## config.mk

```make
export PLATFORM = sky130hd
export DESIGN_NAME = dsp_alu_cmd_sequencer
export DESIGN_NICKNAME = d
export VERILOG_FILES = /design/src/rtl/dsp_alu_cmd_sequencer.sv
export SDC_FILE = /design/constraint.sdc
export NUM_CORES = 1
export LEC_CHECK = 0
export CORE_MARGIN = 2
export CORE_UTILIZATION = 41
export CTS_CLUSTER_SIZE = 10
export DETAILED_ROUTE_END_ITERATION = 6
export GPL_TIMING_DRIVEN = 0
export PLACE_DENSITY = 0.72
export SYNTH_ARGS = -nofsm -noshare
export SYNTH_HDL_FRONTEND = slang
export SYNTH_SLANG_ARGS = --single-unit
export TNS_END_PERCENT = 100
```

## constraint.sdc

```tcl
create_clock -name clk -period 1.6 [get_ports clk]
set_clock_uncertainty 0.05 [all_clocks]
set_input_delay 0.4 -clock clk [delete_from_list [all_inputs] [get_ports clk]]
set_output_delay 0.4 -clock clk [all_outputs]
set_load 0.03 [all_outputs]
```

## src/rtl/dsp_alu_cmd_sequencer.sv

```systemverilog
// Command sequencer that feeds dsp_4bits_seq_alu: serialises one packed command
// nibble by nibble onto the ALU bus, then captures and holds the ALU response.
module dsp_alu_cmd_sequencer #(
    parameter int CMD_NIBBLES    = 3,
    parameter int RESULT_LATENCY = 2
) (
    input  logic                     clk,
    input  logic                     reset,
    input  logic                     cmd_valid,
    output logic                     cmd_ready,
    input  logic [4*CMD_NIBBLES-1:0] cmd_data,
    output logic                     alu_enabled,
    output logic [3:0]               alu_data,
    input  logic [3:0]               alu_result,
    input  logic [3:0]               alu_flags,
    output logic                     rsp_valid,
    input  logic                     rsp_ready,
    output logic [3:0]               rsp_result,
    output logic [3:0]               rsp_flags,
    output logic                     busy
);

    localparam int CMD_W  = 4 * CMD_NIBBLES;
    localparam int IDX_W  = (CMD_NIBBLES > 1) ? $clog2(CMD_NIBBLES) : 1;
    localparam int WAIT_W = (RESULT_LATENCY > 1) ? $clog2(RESULT_LATENCY) : 1;

    localparam logic [IDX_W-1:0]  LAST_IDX  = IDX_W'(CMD_NIBBLES - 1);
    localparam logic [WAIT_W-1:0] LAST_WAIT = WAIT_W'(RESULT_LATENCY - 1);

    localparam logic [1:0] ST_IDLE = 2'd0;
    localparam logic [1:0] ST_SEND = 2'd1;
    localparam logic [1:0] ST_WAIT = 2'd2;
    localparam logic [1:0] ST_HOLD = 2'd3;

    generate
        if (CMD_NIBBLES < 1 || CMD_NIBBLES > 8 || RESULT_LATENCY < 1 || RESULT_LATENCY > 15) begin : g_bad_params
            $fatal(1, "dsp_alu_cmd_sequencer: CMD_NIBBLES must be 1..8 and RESULT_LATENCY 1..15");
        end
    endgenerate

    logic [1:0]        state_q, state_d;
    logic [IDX_W-1:0]  idx_q, idx_d;
    logic [WAIT_W-1:0] wait_q, wait_d;
    logic [CMD_W-1:0]  cmd_q, cmd_d;
    logic              cmd_ready_q, cmd_ready_d;
    logic              alu_enabled_q, alu_enabled_d;
    logic [3:0]        alu_data_q, alu_data_d;
    logic              rsp_valid_q, rsp_valid_d;
    logic [3:0]        rsp_result_q, rsp_result_d;
    logic [3:0]        rsp_flags_q, rsp_flags_d;
    logic              busy_q, busy_d;

    // Outputs are computed one cycle ahead so every port comes straight from a flop.
    // The latched command is kept as a shift register: its low nibble is always the
    // next one to send, which avoids a variable part-select.
    always_comb begin
        state_d       = state_q;
        idx_d         = idx_q;
        wait_d        = wait_q;
        cmd_d         = cmd_q;
        cmd_ready_d   = cmd_ready_q;
        alu_enabled_d = alu_enabled_q;
        alu_data_d    = alu_data_q;
        rsp_valid_d   = rsp_valid_q;
        rsp_result_d  = rsp_result_q;
        rsp_flags_d   = rsp_flags_q;

        case (state_q)
            ST_IDLE: begin
                cmd_ready_d = 1'b1;
                if (cmd_valid && cmd_ready_q) begin
                    cmd_ready_d   = 1'b0;
                    idx_d         = '0;
                    alu_enabled_d = 1'b1;
                    alu_data_d    = cmd_data[3:0];
                    cmd_d         = cmd_data >> 4;
                    state_d       = ST_SEND;
                end
            end
            ST_SEND: begin
                if (idx_q == LAST_IDX) begin
                    alu_enabled_d = 1'b0;
                    alu_data_d    = 4'h0;
                    wait_d        = '0;
                    state_d       = ST_WAIT;
                end else begin
                    idx_d      = idx_q + IDX_W'(1);
                    alu_data_d = cmd_q[3:0];
                    cmd_d      = cmd_q >> 4;
                end
            end
            ST_WAIT: begin
                if (wait_q == LAST_WAIT) begin
                    rsp_result_d = alu_result;
                    rsp_flags_d  = alu_flags;
                    rsp_valid_d  = 1'b1;
                    state_d      = ST_HOLD;
                end else begin
                    wait_d = wait_q + WAIT_W'(1);
                end
            end
            ST_HOLD: begin
                if (rsp_ready) begin
                    rsp_valid_d = 1'b0;
                    cmd_ready_d = 1'b1;
                    state_d     = ST_IDLE;
                end
            end
            default: begin
                state_d = ST_IDLE;
            end
        endcase

        busy_d = (state_d != ST_IDLE);
    end

    always_ff @(posedge clk or posedge reset) begin
        if (reset) begin
            state_q       <= ST_IDLE;
            idx_q         <= '0;
            wait_q        <= '0;
            cmd_q         <= '0;
            cmd_ready_q   <= 1'b0;
            alu_enabled_q <= 1'b0;
            alu_data_q    <= 4'h0;
            rsp_valid_q   <= 1'b0;
            rsp_result_q  <= 4'h0;
            rsp_flags_q   <= 4'h0;
            busy_q        <= 1'b0;
        end else begin
            state_q       <= state_d;
            idx_q         <= idx_d;
            wait_q        <= wait_d;
            cmd_q         <= cmd_d;
            cmd_ready_q   <= cmd_ready_d;
            alu_enabled_q <= alu_enabled_d;
            alu_data_q    <= alu_data_d;
            rsp_valid_q   <= rsp_valid_d;
            rsp_result_q  <= rsp_result_d;
            rsp_flags_q   <= rsp_flags_d;
            busy_q        <= busy_d;
        end
    end

    assign cmd_ready   = cmd_ready_q;
    assign alu_enabled = alu_enabled_q;
    assign alu_data    = alu_data_q;
    assign rsp_valid   = rsp_valid_q;
    assign rsp_result  = rsp_result_q;
    assign rsp_flags   = rsp_flags_q;
    assign busy        = busy_q;

endmodule

```

==> reports/summary.txt, run 1 <==
Slew Viols, Final -> 0
Core area -> 3080 µm²
Layout cells sized above 1 -> 0.316
Post-DP HPWL -> 1790 µm
Yosys top cell area share -> 0.546
Register bit total from synthesis -> 29
Die Area -> 3710 µm²
Post-synthesis async set-or-reset flop share -> 1.00
Vias -> 908
Area Overhead vs Synth -> 41.3%
R2R Path Start -> state_q[0]$_DFF_PP0_
Rel. slew slack -> 0.579
Clk_lat worst skew -> 0.33 ns
Cell taking the most area after synthesis -> dfrtp_1
Synth unique cells -> 24
Crit-path max cell delay -> 0.37 ns
Gr usage total -> 0.160
DRC -> 0
Pleak -> 0.857 nW
CP delay by family, top -> buffers and inverters
Slack of the critical path -> 0.00878 ns
Fin cells -> 196
Synth Warn # -> 0
Vias in the first global route -> 942
M3 GR Usage -> 0.0640
Starting Density -> 0.432
WP data arrival -> 1.76 ns
Via density -> 4.63
Hold WC Path Type -> in -> async
Largest net degree at the start of global routing -> 30
Routed wire per std cell -> 13.2 µm
Syn Std Cell Area -> 1330 µm²
Syn_nets -> 122
R2R depth -> 6
Final Cycle Share -> 0.995
Critical setup path kind -> reg -> reg
Max Fclk -> 0.628 GHz
Met2 usage -> 0.261
Crit path cell chain -> buf_6 -> and4bb_1 -> buf_6 -> a21oi_4 -> buf_6 -> mux2_4
CTS buffer count -> 5
CTS tree -> done
Clock sink total -> 29
Gate Count Post-Synth -> 97
Util after Layout -> 0.610
Nets@finish -> 176
Dpl ws -> -0.380 ns
CTS Buffer Depth -> 2
CP max-delay cell -> dfrtp_1
Register area share after synthesis -> 0.546
CP most frequent cell -> buf_6
Routed Antenna Nets -> 0
Worst Tran Pin Value -> 0.630 ns
Num rows -> 20
Port bufs -> 39
Top-count cell post-synth -> dfrtp_1
Global-route met1 utilization -> 0.186
# diodes -> 0
Syn avg cell area -> 13.7 µm²
Buf/Inv on CP -> 3
Placed cells -> 180
H-tree Lvls -> 2
Final Hold Vio Count -> 0
Prevailing post-synth register cell -> dfrtp_1
CP required -> 1.77 ns
Setup Viol. Count Final -> 0
Initial antenna violation count -> 0
CP Capture Type -> flip-flop
Hold Slack -> 0.445 ns
CTS Hold Buffers Added -> 0
R2R Setup Slk -> 0.009 ns
Pwr Density -> 2060 nW/µm²
Main area contributors after synthesis -> dfrtp_1 (55%), mux2_2 (16%), mux2_4 (4.5%)
Top cells by count, synth -> dfrtp_1 (29), mux2_2 (19), buf_6 (5), nand2_1 (5)
Io pins -> 40
Maximum VDD drop -> 1010 µV
Grt total ovfl -> 0
Run status -> finished, final reports clean
Worst-path clk slew -> 0.09 ns
Post-synth EDFFs -> 0
First-pass GRT wire length -> 4150 µm
Post-Route WL -> 2590 µm
Max-cap violations -> 0
Crit-path max FO -> 8
DRT Pass-1 Iters -> 4
Die W -> 60.9 µm
Root buf cell -> clkbuf_4
DRT iter0 DRCs -> 18
Grt peak-use layer -> met2
Die height -> 60.9 µm
Startpoint types -> flip-flop
Min cycle time layout -> 1.59 ns
R2r endpoint -> idx_q[1]$_DFFE_PP0P_
Unrepaired setup endpoints after global routing -> true
GP Congestion -> 0.733
## sequential cells by signal, indices dropped and copies added (netlist names)
register     flops
rsp_valid        1
alu_data         4
busy             1
rsp_flags        4
idx_q            2
rsp_result       4
cmd_q            8
state_q          2
cmd_ready        1
alu_enabled      1
wait_q           1
## logic make-up (layout without fill, tap and decap cells)
family	Yosys count	after routing	synth area share
and+or+nand+nor	18	18	0.0781
adders and majority gates	1	1	0.00941
muxes	25	25	0.223
DFF	29	29	0.546
buffers and inverters	8	63	0.0508
AOI/OAI and AO/OA	16	16	0.0923
## power breakdown
part	total (mW)	internal, mW	switching (mW)
Combinational	2.16	1.13	1.03
Clock	0.421	0.175	0.246
Sequential	1.29	1.09	0.194
## worst max path at each step
stage | endpoint | startpoint | cells past startpoint | slack [ns]
finish | idx_q[1]$_DFFE_PP0P_ | state_q[0]$_DFF_PP0_ | 6 | 0.009
global route | idx_q[1]$_DFFE_PP0P_ | state_q[0]$_DFF_PP0_ | 6 | -0.04
CTS | cmd_q[4]$_DFFE_PP0P_ | state_q[0]$_DFF_PP0_ | 7 | -0.003
detailed placement | cmd_q[2]$_DFFE_PP0P_ | cmd_valid | 6 | -0.38
global placement | idx_q[1]$_DFFE_PP0P_ | cmd_valid | 6 | -0.36
floorplan | cmd_q[0]$_DFFE_PP0P_ | cmd_ready$_DFFE_PP0P_ | 5 | 0.04
## cell usage in the layout (no fill, tap or decap), types with 3 or more instances in the layout
cell,count
clkbuf_4,5
a21oi_1,3
clkbuf_1,3
dlygate4sd2_1,15
dfrtp_1,28
buf_4,6
buf_6,6
nor2b_1,4
mux2_4,4
nand2_1,5
a22o_1,4
clkdlybuf4s50_1,22
mux2_2,19
nor2_1,4
## what timing repair did
action	in CTS	in global routing
resized for setup	18	6
setup endpoints to repair	20	10
endpoints found under the hold margin	0	0
buffers inserted	2	5
cloned	0	1
pin swaps	0	1
## worst register-to-register path: stages (launching register included)
cell and delay [ns]:
dfrtp_1 0.37, buf_6 0.12, and4bb_1 0.22, buf_6 0.13, a21oi_4 0.13, buf_6 0.17
mux2_4 0.30
## through the flow
stage          power [mW]  setup TNS [ns]  cell area (µm²)
2_1_floorplan        2.77               0             1330
3_3_place_gp         3.37           -8.65             1780
3_5_place_dp         3.43           -9.46             1780
4_1_cts              3.76        -0.00309             1820
5_1_grt              4.12          -0.199             1880
6_report             3.87               0             1880
## routing by layer
layer,vias up,share of wire,routed length (µm)
met3,4,0.044,113
met2,21,0.51,1320
met5,-,0,0
li1,445,-,-
met1,438,0.43,1120
met4,0,0.012,31
## cell type report
cell class / instances / area [µm²]
fill: 260 / 1200
multi-input combinational: 60 / 548
timing repair buffer: 47 / 428
buffer: 5 / 56.3
tap: 44 / 55.1
clock buffer: 8 / 48.8
inverter: 3 / 15.0
sequential: 29 / 727
No activity file was read; power rests on OpenSTA's default activity.
==> inputs of run 2 (changes only) <==
CTS_CLUSTER_SIZE = 8   (was 10)
PLACE_DENSITY = 0.76   (was 0.72)
==> run 2 against run 1 <==
  * Critical endpoint unchanged
  * Wire length is 1.4% higher
  * Utilization is 0.57 points higher
  * Combinational power hardly changed
  * Die area stayed put
  * Clock power is 4% higher
==> reports/summary.txt, run 2 (same netlist as run 1, synthesis figures left out) <==
Worst-path clk slew -> 0.09 ns
Pwr Density -> 2060 nW/µm²
Slew Viols, Final -> 0
Hold Slack -> 0.442 ns
Nets@finish -> 178
CTS tree -> done
Clk pwr share -> 0.112
WP data arrival -> 1.75 ns
CTS buffer count -> 5
Via density -> 4.77
Min cycle time layout -> 1.60 ns
DRC -> 0
Unrepaired setup endpoints after global routing -> true
Final Cycle Share -> 0.999
DRT iter0 DRCs -> 16
Maximum VDD drop -> 884 µV
Max-cap violations -> 0
Routed wire per std cell -> 13.3 µm
Die W -> 60.9 µm
Met2 usage -> 0.284
Gr usage total -> 0.164
Layout cells sized above 1 -> 0.340
H-tree Lvls -> 2
Worst Tran Pin Value -> 0.605 ns
Aggregate negative setup slack -> 0 ns
Post-Route WL -> 2630 µm
Largest net degree at the start of global routing -> 30
Area Overhead vs Synth -> 42.7%
Logic pwr share -> 0.560
Crit-path max FO -> 7
Pleak -> 0.874 nW
Starting Density -> 0.432
Die height -> 60.9 µm
Flop pwr share -> 0.328
Pint -> 2.45 mW
Grt peak-use layer -> met2
Port bufs -> 39
Max Fclk -> 0.625 GHz
Area after DPL -> 1780 µm²
CTS Buffer Depth -> 2
DRT Pass-1 Iters -> 4
Hold WC Path Type -> in -> async
Most common cell after layout, fill and taps aside -> dfrtp_1
Largest register FFs -> 8
Root buf cell -> clkbuf_4
Setup Viol. Count Final -> 0
R2R Setup Slk -> 0.0009 ns
Design area -> 1900 µm²
R2r endpoint -> idx_q[1]$_DFFE_PP0P_
Run status -> finished, final reports clean
First-pass GRT wire length -> 4370 µm
R2R Path Start -> state_q[1]$_DFF_PP0_
Commonest cells after routing, fill and taps aside -> dfrtp_1 (28), clkdlybuf4s50_1 (22), mux2_2 (19)
Final Hold Vio Count -> 0
R2R depth -> 6
Global-route met1 utilization -> 0.189
CP required -> 1.75 ns
Routed Antenna Nets -> 0
CP Capture Type -> flip-flop
Critical setup path kind -> reg -> reg
Io pins -> 40
Post-DP HPWL -> 1830 µm
Die Area -> 3710 µm²
Rel. slew slack -> 0.596
Clk_lat worst skew -> 0.32 ns
Most flop-heavy register -> cmd_q
Grt total ovfl -> 0
Crit path launch -> state_q[1]$_DFF_PP0_
GP Congestion -> 0.741
Initial antenna violation count -> 0
Core area -> 3080 µm²
Crit path to -> idx_q[1]$_DFFE_PP0P_
M3 GR Usage -> 0.0682
Vias -> 939
# diodes -> 0
Sw Share -> 0.375
Vias in the first global route -> 1018
Startpoint types -> flip-flop
Psw -> 1.47 mW
Clock sink total -> 29
Num rows -> 20
[run 2: cell count changes in the layout (fill, tap and decap cells not counted), sizes merged]
| cell | delta |
|---|---|
| buf | +2 |
| clkbuf | -1 |
[run 2: layer usage]
layer | routed length (µm) | share of wire
met1 | 1150 | 0.44
met2 | 1310 | 0.50
met3 | 158 | 0.060
met4 | 13 | 0.0049
met5 | 0 | 0
[run 2: worst min path at each step]
stage                       startpoint                 endpoint  slack [ns]
4_1_cts           cmd_q[5]$_DFFE_PP0P_     cmd_q[5]$_DFFE_PP0P_        0.46
5_1_grt                          reset  alu_enabled$_DFFE_PP0P_        0.48
2_1_floorplan     cmd_q[4]$_DFFE_PP0P_     cmd_q[4]$_DFFE_PP0P_        0.41
3_5_place_dp      cmd_q[5]$_DFFE_PP0P_     cmd_q[5]$_DFFE_PP0P_        0.43
3_3_place_gp   alu_enabled$_DFFE_PP0P_  alu_enabled$_DFFE_PP0P_        0.43
6_report                         reset     state_q[0]$_DFF_PP0_        0.44
[run 2: repair_timing]
item	4_1_cts	5_1_grt
gates cloned	0	1
setup buffers	3	6
gates resized for setup	19	6
endpoints found under the setup margin	20	14
pin swaps	0	2
hold buffers	0	0
[run 2: worst max-delay path, cell delays in order (launching register included)]
cell and delay (ns):
dfrtp_1 0.37, buf_6 0.12, and4bb_1 0.23, buf_6 0.13, a21oi_4 0.12, buf_6 0.16
mux2_4 0.30
[run 2: cell type report]
type	count	area [µm²]
multi-input combinational	60	541
sequential	29	727
fill	266	1180
buffer	5	60.1
tap	44	55.1
clock buffer	7	55.1
timing repair buffer	49	443
inverter	3	15.0
[run 2: power groups by stage]
stage	clock (mW)	combinational, mW	sequential, mW
CTS	0.455	2.08	1.28
detailed placement	0	2.13	1.30
floorplan	0	1.10	1.66
finish	0.437	2.19	1.28
global route	0.496	2.37	1.33
global placement	0	2.09	1.28
[run 2: metrics by stage]
step,worst slack [ns],power (mW),instances,util
2_1_floorplan,0.0354,2.77,97,-
3_3_place_gp,-0.360,3.37,180,0.577
3_5_place_dp,-0.379,3.43,180,0.577
4_1_cts,-0.0112,3.81,190,0.596
5_1_grt,-0.0615,4.20,197,0.616
6_report,0.000885,3.91,197,0.616
